**src/rtl/seq_multiplier.sv**
```systemverilog
// Iterative unsigned shift-and-add multiplier: one partial-product step per cycle,
// full 2N-bit product after N iterations, start/busy/done handshake.
module seq_multiplier #(
  parameter int N = 64
) (
  input  logic         clk,
  input  logic         reset,
  input  logic         start,
  input  logic [N-1:0] a,
  input  logic [N-1:0] b,
  output logic         busy,
  output logic         done,
  output logic [N-1:0] product_low,
  output logic [N-1:0] product_high
);

  localparam int CNT_W = $clog2(N);
  localparam logic [CNT_W-1:0] CNT_LAST = CNT_W'(N - 1);

  typedef enum logic [1:0] {
    IDLE = 2'd0,
    RUN  = 2'd1,
    DONE = 2'd2
  } state_t;

  state_t             state_q, state_d;
  logic [N-1:0]       m_q, m_d;
  logic [2*N-1:0]     p_q, p_d;
  logic [CNT_W-1:0]   cnt_q, cnt_d;
  logic [N-1:0]       prod_lo_q, prod_lo_d;
  logic [N-1:0]       prod_hi_q, prod_hi_d;
  logic [N-1:0]       addend;
  logic [N:0]         sum;

  // Upper half plus (optionally) the multiplicand; the extra bit is the true carry-out
  // and is shifted back into the partial product so no carry is lost.
  always_comb begin
    addend = p_q[0] ? m_q : '0;
    sum    = {1'b0, p_q[2*N-1:N]} + {1'b0, addend};
  end

  always_comb begin
    state_d   = state_q;
    m_d       = m_q;
    p_d       = p_q;
    cnt_d     = cnt_q;
    prod_lo_d = prod_lo_q;
    prod_hi_d = prod_hi_q;
    unique case (state_q)
      IDLE: begin
        if (start) begin
          m_d     = a;
          p_d     = {{N{1'b0}}, b};
          cnt_d   = '0;
          state_d = RUN;
        end
      end
      RUN: begin
        p_d = {sum, p_q[N-1:1]};
        if (cnt_q == CNT_LAST) begin
          state_d   = DONE;
          prod_hi_d = p_d[2*N-1:N];
          prod_lo_d = p_d[N-1:0];
        end else begin
          cnt_d = cnt_q + 1'b1;
        end
      end
      DONE: begin
        state_d = IDLE;
      end
      default: begin
        state_d = IDLE;
      end
    endcase
  end

  always_ff @(posedge clk or posedge reset) begin
    if (reset) begin
      state_q   <= IDLE;
      m_q       <= '0;
      p_q       <= '0;
      cnt_q     <= '0;
      prod_lo_q <= '0;
      prod_hi_q <= '0;
    end else begin
      state_q   <= state_d;
      m_q       <= m_d;
      p_q       <= p_d;
      cnt_q     <= cnt_d;
      prod_lo_q <= prod_lo_d;
      prod_hi_q <= prod_hi_d;
    end
  end

  assign busy         = (state_q != IDLE);
  assign done         = (state_q == DONE);
  assign product_low  = prod_lo_q;
  assign product_high = prod_hi_q;

endmodule

```
**config.mk**
```make
export PLATFORM = sky130hd
export DESIGN_NAME = seq_multiplier
export DESIGN_NICKNAME = d
export VERILOG_FILES = /design/src/rtl/seq_multiplier.sv
export SDC_FILE = /design/constraint.sdc
export NUM_CORES = 1
export LEC_CHECK = 0
export BUFFER_PORTS_ARGS = -buffer_cell sky130_fd_sc_hd__buf_2
export CAP_MARGIN = 10
export CORE_ASPECT_RATIO = 0.8
export CORE_MARGIN = 2
export CORE_UTILIZATION = 30
export DETAILED_ROUTE_END_ITERATION = 7
export PLACE_DENSITY = 0.52
export SETUP_SLACK_MARGIN = 0.3
export SLEW_MARGIN = 20
export SYNTH_ARGS = -nofsm -noshare
export SYNTH_HDL_FRONTEND = slang
export SYNTH_SLANG_ARGS = --single-unit
```
**constraint.sdc**
```tcl
create_clock -name clk -period 13.5 [get_ports clk]
set_clock_uncertainty 0.1 [all_clocks]
set_input_delay 1.35 -clock clk [delete_from_list [all_inputs] [get_ports clk]]
set_output_delay 1.35 -clock clk [all_outputs]
set_load 0.02 [all_outputs]
```
==> results.toml, run 1 <==
[clocking]
cts.root.buffer_cell = "clkbuf_16"
cts_resized = 0
holdBufCountCts = 0
clock-sinks = 328
post_cts_buffers = 0
clock_latency_ns = 0.56
cts_tree = "done"
cts_buffers = 39
cts_max_path_buffers = 3
path_clk_slew_ns = 0.06
htreeDepth = 2

[yosys]
synth_compound_area_share_pct = 15.2
synth_edf_count = 0
synthArstFlopShare_pct = 100
synth_ff_type = "dfrtp_1"
synth_xor_area_share_pct = 2.78
synth_area_leaders = "dfrtp_1, nand2_1, ha_1"
synth_top_cell_by_area = "dfrtp_1"
synth_nets = 2189
synth_cell_type_count = 76
synth_top_area_share_pct = 48.3
synth_fa_ha_area_share_pct = 4.90
synthSimpleGateAreaFrac_pct = 24.6
synth_mux_area_share_pct = 0.0662
synthCells = 1992
synth-seq-cells = 328
synth_area_um2 = 17000
synth-seq-area-share_pct = 48.3
synth_warnings = 0
avgSynthCellArea_um2 = 8.53
synth_top_family_by_area = "simple AND/OR/NAND/NOR gates"

[setup_path]
rr_startpoint = "p_q[0]$_DFFE_PP0P_"
required_ns = 13.79
setup.worst_path.start_class = "register"
cp_slowest_stage_delay_ns = 0.71
r2r_setup_slack_ns = 9.23
cp-endpoint = "p_q[127]$_DFFE_PP0P_"
critPathLaunch = "p_q[0]$_DFFE_PP0P_"
crit_family = "compound AO/OA/AOI/OAI gates"
critical_path_cell_count = 12
crit_path_end_kind = "register"
rr_worst_depth = 12
worstPathBufferInverterCount = 0
crit_type = "reg -> reg"
slowest_stage = "dfrtp_2"
r2r_end = "p_q[127]$_DFFE_PP0P_"
crit_fanout = 65
path_cells = "and2_1 -> ha_1 -> fa_1 -> a21o_1 -> a221oi_1 -> o211ai_1 -> nand4_1 -> a211oi_2 -> o211ai_1 -> a21o_1 -> a41o_1 -> o21ai_0"
critPathArrivalTime_ns = 4.56

[sta]
setup_slack_ns = 9.23
rsz0062_at_grt = "false"
fin_setup_tns_ns = 0
setup_viol = 0
max_freq_mhz = 234
hold_viol = 0
period_share_pct = 31.6
final.min_clock_period_ns = 4.27
maxSlewHeadroom_pct = 37.5
hold_ws_ns = 0.366
worst_pin_slew_ns = 0.937
slew_violations = 0

[drt]
wire_per_inst_um = 16.6
firstDrtPassIters = 5
via_per_inst = 4.88
wl_mm = 49.5
post-route-drc-count = 0
drtIter0Drc = 885
dr_total_vias = 14500
drtAntennaViolNets = 0

[floorplanning]
die-width_um = 270
initial_core_util_pct = 30.2
dieArea_um2 = 58600
design.core.area_um2 = 56300
ios = 261
rows = 78
die_h_um = 217

[flow_run]
maxCapViolCount = 0

[finish]
drive_above_1_share_pct = 16.9
area_growth_pct = 18.3
seqCellArea_um2 = 8210
fin_nets = 2381
multiInputGateArea_um2 = 8110
fillers = 5925

[global_route]
track_usage_pct = 16.8
grt_pass1_vias = 14300
grt_max_degree = 123
grt_pass1_wl_mm = 79.5
antenna_found_initial = 2
overflow = 0

[place]
portBuffers = 260
hpwl_mm = 34.2
place.gp.congestion = 0.859
pre_cts_ws_ns = 9.21

[power]
ir_drop_v = 0.0000875
p_total_mw = 5.31
power.leakage_nw = 9.24
p_per_area_nw_per_um2 = 264

[hold_path]
hold_path_class = "reg -> reg"

[run_status]
status = "finished clean"
==> kinds of logic (layout without fill, tap and decap cells) <==
logic type / after synthesis / after routing
adder cells (fa/ha/maj): 66 / 66
buffers and inverters: 140 / 363
other: 0 / 1
AND/OR/NAND/NOR: 985 / 985
multiplexers: 1 / 1
XOR/XNOR: 54 / 54
flip-flops: 328 / 328
AO/OA/AOI/OAI: 418 / 418
==> flip-flops by register name (all words and copies together) (netlist names) <==
register,count
product_low,64
m_q,64
cnt_q,6
state_q,2
product_high,64
p_q,128
==> worst min-delay path, stage by stage (launching register included) <==
cell and delay [ns]:
dfrtp_1 0.33, nand2_1 0.05, nand2_1 0.05
==> cell usage in the layout (no fill, tap or decap), types with 9 or more instances in the layout <==
cell	instances
inv_1	16
o21bai_1	11
a21oi_1	82
nor3_1	10
nand2_1	655
nand4_1	23
a31oi_1	70
xnor2_1	30
dfrtp_1	327
nor2_1	110
buf_4	10
o31ai_1	11
buf_2	260
and2_1	69
xor2_1	24
nand3_1	74
o21ai_0	153
clkbuf_16	40
a21o_1	22
ha_1	65
clkinv_2	10
o21a_1	9
==> per-stage QoR <==
step	utilization (%)	cells	area [um2]
floorplan	-	1992	17000
global placement	33.3	2902	18700
detailed placement	33.3	2902	18700
CTS	35.6	2974	20100
global route	35.7	2976	20100
finish	35.7	2976	20100
==> worst min path at each step <==
stage / startpoint / to / slack [ns] / cells after the start
2_1_floorplan: m_q[59]$_DFFE_PP0P_ / m_q[59]$_DFFE_PP0P_ / 0.34 / 2
3_3_place_gp: product_low[40]$_DFFE_PP0P_ / product_low[40]$_DFFE_PP0P_ / 0.35 / 2
3_5_place_dp: product_low[7]$_DFFE_PP0P_ / product_low[7]$_DFFE_PP0P_ / 0.36 / 2
4_1_cts: product_low[7]$_DFFE_PP0P_ / product_low[7]$_DFFE_PP0P_ / 0.37 / 2
5_1_grt: product_low[52]$_DFFE_PP0P_ / product_low[52]$_DFFE_PP0P_ / 0.39 / 2
6_report: product_low[25]$_DFFE_PP0P_ / product_low[25]$_DFFE_PP0P_ / 0.37 / 2
==> Yosys cell counts (all sizes together), types with 2 or more instances <==
cell and count:
nor3 11, and2 71, or2 4, a211oi 9, nand4b 4, xor2 24
nand2b 2, o21a 9, inv 18, or3 2, a31oi 70, o2111ai 2
buf 15, a21oi 82, bufbuf 2, a21o 25, o21ai 157, nor2 111
clkbuf 101, a221oi 4, o211ai 9, clkdlybuf4s15 4, o2bb2ai 3, a211o 5
nand3 75, a31o 2, nand4 23, and3 9, a21boi 5, o31ai 11
ha 65, xnor2 30, nand2 659, a21bo 2, nor2b 6, a2111oi 2
nor4 3, a22o 2, o21bai 11, dfrtp 328
==> layer usage <==
metal  track usage [%]  routed length (um)  share of wire (%)
met5                 0                  10              0.020
met4              3.91                 860                1.7
met3              3.35                2960                6.0
met2              25.8               21600                 44
met1              24.2               24000                 49
==> where the power goes <==
group          leakage (nW)  total, mW  switching, mW  internal, mW
logic                  5.11       2.59           1.62         0.969
registers              3.47       1.62          0.248          1.37
clock network         0.658       1.10          0.444         0.656
total                  9.24       5.31           2.31          3.00
==> final cells by class <==
class | count | area share [%]
tap | 760 | 4.73
clock buffer | 51 | 5.48
inverter | 18 | 0.373
timing repair buffer | 273 | 7.09
clock inverter | 21 | 1.17
antenna | 1 | 0.0124
sequential | 328 | 40.8
multi-input combinational | 1524 | 40.3
Power figures use the tool's default switching activity.
==> run 2: changes to the inputs <==
- PLACE_DENSITY: 0.52 -> 0.53
- clock period: 13.5 -> 3.8 ns (I/O delays scaled with it)
==> run 2 against run 1 <==
Effect of this change: via count is 5.2% higher; sequential power increased to 3.6 times the previous value; power rose to 3.9 times the previous value; critical path type unchanged.
==> results.toml, run 2 (synthesis gave the netlist of run 1 again) <==
[setup_path]
rr_startpoint = "p_q[0]$_DFFE_PP0P_"
cp-endpoint = "product_high[55]$_DFFE_PP0P_"
required_ns = 4.18
critPathArrivalTime_ns = 3.98
rr_worst_depth = 14
r2r_end = "product_high[55]$_DFFE_PP0P_"
critPathLaunch = "p_q[0]$_DFFE_PP0P_"
crit_type = "reg -> reg"
crit_path_end_kind = "register"
r2r_setup_slack_ns = 0.20
crit_fanout = 7
setup.worst_path.start_class = "register"

[sta]
final.min_clock_period_ns = 3.60
setup_viol = 0
rsz0062_at_grt = "true"
worst_pin_slew_ns = 0.869
slew_violations = 0
hold_viol = 0
fin_setup_tns_ns = 0
max_freq_mhz = 278
period_share_pct = 94.6
maxSlewHeadroom_pct = 42.1

[power]
ir_drop_v = 0.000375
p_per_area_nw_per_um2 = 921
power.leakage_nw = 10.1

[clocking]
clock_latency_ns = 0.56
cts.root.buffer_cell = "clkbuf_16"
cts_tree = "done"
htreeDepth = 2
path_clk_slew_ns = 0.06
cts_max_path_buffers = 3
clock-sinks = 328
cts_buffers = 39

[finish]
n_antenna_cell = 0
drive_above_1_share_pct = 22.1
fillers = 5683
fin_nets = 2561
area_growth_pct = 33.3
fin_area_um2 = 22700
final_cell_mix = "nand2_1, dfrtp_1, buf_2"
final_common_cell = "nand2_1"
top_register = "p_q"
largest_reg_flops = 128

[flow_run]
maxCapViolCount = 0

[place]
hpwl_mm = 35.0
place.gp.congestion = 0.888
portBuffers = 260
dpl_cell_area_um2 = 19000

[floorplanning]
die_h_um = 217
initial_core_util_pct = 30.2
die-width_um = 270
ios = 261
dieArea_um2 = 58600
rows = 78
design.core.area_um2 = 56300

[global_route]
overflow = 0
track_usage_pct = 17.3
grt_pass1_wl_mm = 82.9
antenna_found_initial = 1
grt_max_degree = 187
grt_pass1_vias = 15100

[drt]
post-route-drc-count = 0
via_per_inst = 4.85
drtAntennaViolNets = 0
wl_mm = 51.8
wire_per_inst_um = 16.4
drtIter0Drc = 925
firstDrtPassIters = 5
dr_total_vias = 15300

[run_status]
status = "finished clean"

[hold_path]
hold_path_class = "in -> reg"
run 2: cell count changes in the layout (fill, tap and decap cells not counted), sizes merged:
cell and delta:
dlygate4sd3 +123, inv +1, buf +57, clkbuf -1, clkinv -4, bufinv -1, diode -1
run 2: stage by stage:
step	util [%]	hold slack, ns	std cells	total power [mW]	setup slack (ns)
floorplan	-	0.337	1992	12.7	-1.06
global placement	33.7	0.353	2924	15.1	0.163
detailed placement	33.7	0.358	2924	15.2	0.0798
CTS	39.1	0.00110	3130	19.8	0.281
global route	40.2	0.0191	3150	22.5	0.0992
finish	40.2	0.0250	3150	20.9	0.204
run 2: critical path, stage by stage (launching register included):
cell	delay, ns
dfrtp_2	0.47
buf_6	0.15
buf_12	0.12
and2_4	0.13
ha_4	0.28
and3_4	0.18
a221oi_2	0.06
o211ai_1	0.48
nand4_1	0.29
a211oi_4	0.38
o211ai_1	0.12
buf_4	0.17
a21o_4	0.23
a211o_1	0.29
nand3_1	0.06
run 2: layout make-up:
class	count	area [um2]	share of cell area, %
Inverter	18	71.3	0.315
Tap cell	760	951	4.20
Clock inverter	17	176	0.779
Multi-Input combinational cell	1524	8950	39.5
Sequential cell	328	8210	36.2
Timing Repair Buffer	453	3250	14.3
Clock buffer	50	1060	4.67
run 2: repair_timing:
action,4_1_cts,5_1_grt
hold buffers,123,0
hold endpoints to repair,143,0
cloned,3,0
resized for setup,63,101
setup buffers,13,20
endpoints found under the setup margin,54,72
pin swaps,20,44
run 2: layer usage:
metal,vias to the layer above,GRT usage [%],wire [um]
met5,-,0,0
met4,0,4.37,980
met3,72,3.22,2920
met2,405,26.7,22800
met1,7332,25.0,25100
li1,7467,-,-
run 2: power breakdown:
group | total [mW] | internal [mW] | switching, mW
Combinational | 11.4 | 4.77 | 6.60
Clock | 3.70 | 2.17 | 1.53
Sequential | 5.81 | 4.87 | 0.932
Total | 20.9 | 11.8 | 9.06
run 2: worst min-delay path by stage:
| stage | endpoint | from | slack [ns] | cells after the start |
|---|---|---|---|---|
| final | m_q[61]$_DFFE_PP0P_ | a[61] | 0.02 | 3 |
| after global routing | p_q[56]$_DFFE_PP0P_ | b[56] | 0.02 | 3 |
| after CTS | p_q[56]$_DFFE_PP0P_ | b[56] | 0.001 | 3 |
| after global placement | product_low[25]$_DFFE_PP0P_ | product_low[25]$_DFFE_PP0P_ | 0.35 | 2 |
| after detailed placement | m_q[48]$_DFFE_PP0P_ | m_q[48]$_DFFE_PP0P_ | 0.36 | 2 |
| after floorplan | m_q[59]$_DFFE_PP0P_ | m_q[59]$_DFFE_PP0P_ | 0.34 | 2 |
==> run 3: changes to the inputs <==
- CAP_MARGIN: 10 -> 20
- CELL_PAD_IN_SITES_DETAIL_PLACEMENT: not set -> 1
- CELL_PAD_IN_SITES_GLOBAL_PLACEMENT: not set -> 1
- PLACE_DENSITY: 0.53 -> 0.63
- clock period: 3.8 -> 4.3 ns (I/O delays scaled with it)
==> run 3 against run 2 <==
Effect of this change: critical endpoint is now p_q[107]$_DFFE_PP0P_; die area stayed put; sequential power is 13% lower; final cell count is 2.4% lower; utilization is 2.6 points lower; final area is 6.6% lower; non-clock buffer count is 77 lower.
==> results.toml, run 3 (synthesis gave the netlist of run 1 again) <==
[run_status]
status = "finished clean"

[clocking]
path_clk_slew_ns = 0.06
htreeDepth = 2
cts_tree = "done"
cts_max_path_buffers = 3
clock-sinks = 328
cts.root.buffer_cell = "clkbuf_16"
cts_buffers = 39
clock_latency_ns = 0.57

[finish]
final_cell_mix = "nand2_1, dfrtp_1, buf_2"
largest_reg_flops = 128
fin_nets = 2484
fin_util_pct = 37.6
final_common_cell = "nand2_1"
area_growth_pct = 24.5
top_register = "p_q"
layoutNonFillerInstCount = 3074
n_antenna_cell = 0
drive_above_1_share_pct = 16.5

[place]
dpl.cell_count = 2907
portBuffers = 260
place.gp.congestion = 0.827
hpwl_mm = 37.2

[setup_path]
slowest_stage = "nor4_2"
worstPathBufferInverterCount = 1
crit_path_end_kind = "register"
crit_type = "reg -> reg"
cp_slowest_stage_delay_ns = 0.43
crit_family = "compound AO/OA/AOI/OAI gates"
critPathArrivalTime_ns = 3.99
required_ns = 4.57
setup.worst_path.start_class = "register"
crit_fanout = 29
path_cells = "buf_4 -> and2_1 -> ha_1 -> o21a_1 -> o211ai_1 -> nor4_2 -> nand4_1 -> a211oi_4 -> o21bai_1 -> o31ai_2 -> xnor2_1 -> o21ai_0"

[drt]
wl_met2_mm = 24.5
firstDrtPassIters = 5
post-route-drc-count = 0
drtIter0Drc = 960
drt-met1-wl_mm = 26.5
drtAntennaViolNets = 0
wl_mm = 54.5
dr_total_vias = 15100
highest_layer = "met5"
via_per_inst = 4.92
met3_length_mm = 2.61
wire_per_inst_um = 17.7

[floorplanning]
ios = 261
die_h_um = 217
die-width_um = 270
design.core.area_um2 = 56300
initial_core_util_pct = 30.2
rows = 78
dieArea_um2 = 58600

[power]
p_per_area_nw_per_um2 = 805
p_total_mw = 17.0
ir_drop_v = 0.000317
power.leakage_nw = 9.68

[sta]
final.min_clock_period_ns = 3.72
worst_pin_slew_ns = 1.12
max_freq_mhz = 269
maxSlewHeadroom_pct = 25.3
setup_viol = 0
hold_viol = 0
slew_violations = 0
period_share_pct = 86.5
rsz0062_at_grt = "false"

[global_route]
grt_pass1_wl_mm = 89.1
overflow = 0
grt_pass1_vias = 16100
track_usage_pct = 18.7
grt_max_degree = 251
antenna_found_initial = 1

[hold_path]
hold_path_class = "in -> reg"

[flow_run]
maxCapViolCount = 0
## run 3: cell count changes in the layout (fill, tap and decap cells not counted), moves of 5 or more
cell,delta
and2_4,-7
a21oi_1,+10
xnor2_1,+9
o21ai_1,-13
clkbuf_8,+5
and2_1,+7
a21oi_2,-6
dlygate4sd3_1,-27
o21ai_0,+18
xnor2_2,-9
ha_4,-28
ha_1,+32
buf_4,-39
## run 3: final cells by class
class | count | area, um2
timing repair buffer | 376 | 2470
fill | 6698 | 35100
multi-input combinational | 1524 | 8140
tap | 760 | 951
clock buffer | 54 | 1120
clock inverter | 14 | 200
sequential | 328 | 8210
inverter | 18 | 71.3
## run 3: worst paths after layout
path	startpoint	endpoint	slack [ns]	cells past startpoint
max in group asynchronous	reset	m_q[38]$_DFFE_PP0P_	2.65	4
worst max-delay path	p_q[0]$_DFFE_PP0P_	p_q[107]$_DFFE_PP0P_	0.58	12
worst min-delay path	a[62]	m_q[62]$_DFFE_PP0P_	0.02	3
worst max register to register	p_q[0]$_DFFE_PP0P_	p_q[107]$_DFFE_PP0P_	0.58	12
min in group asynchronous	reset	product_low[49]$_DFFE_PP0P_	0.38	3
worst min register to register	m_q[17]$_DFFE_PP0P_	m_q[17]$_DFFE_PP0P_	0.37	2
## run 3: per-layer routing
layer	GRT usage, %	vias up
met5	0	-
met4	4.50	2
met1	26.4	7461
met3	3.21	66
li1	-	7305
met2	29.7	287
## run 3: worst register-to-register path, delay by kind of cell, from the launching register on
kind                     cells  cell delay (ns)
AO/OA/AOI/OAI                6             1.38
AND/OR/NAND/NOR              3             0.85
adder cells (fa/ha/maj)      1             0.41
flip-flops                   1             0.39
buffers and inverters        1             0.22
XOR/XNOR                     1             0.18
## run 3: power by group
part	switching [mW]	total, mW	leakage (nW)	internal, mW
registers	0.745	5.05	3.47	4.31
logic	5.38	8.53	5.55	3.14
clock network	1.40	3.46	0.654	2.07
## run 3: repair_timing
action                                 4_1_cts  5_1_grt
buffers inserted                             0        2
endpoints found under the hold margin      112        0
setup endpoints to repair                    0       37
gates resized for setup                      0        7
hold buffers                                96        0
## run 3: per-stage QoR
step,instance area [um2],setup slack (ns),hold slack [ns],TNS [ns]
3_3_place_gp,18800,0.542,0.353,0
4_1_cts,21100,0.406,0.000285,0
2_1_floorplan,17000,-0.609,0.337,-199.65
5_1_grt,21200,0.302,0.0160,0
3_5_place_dp,18800,0.450,0.358,0
6_report,21200,0.579,0.0240,0
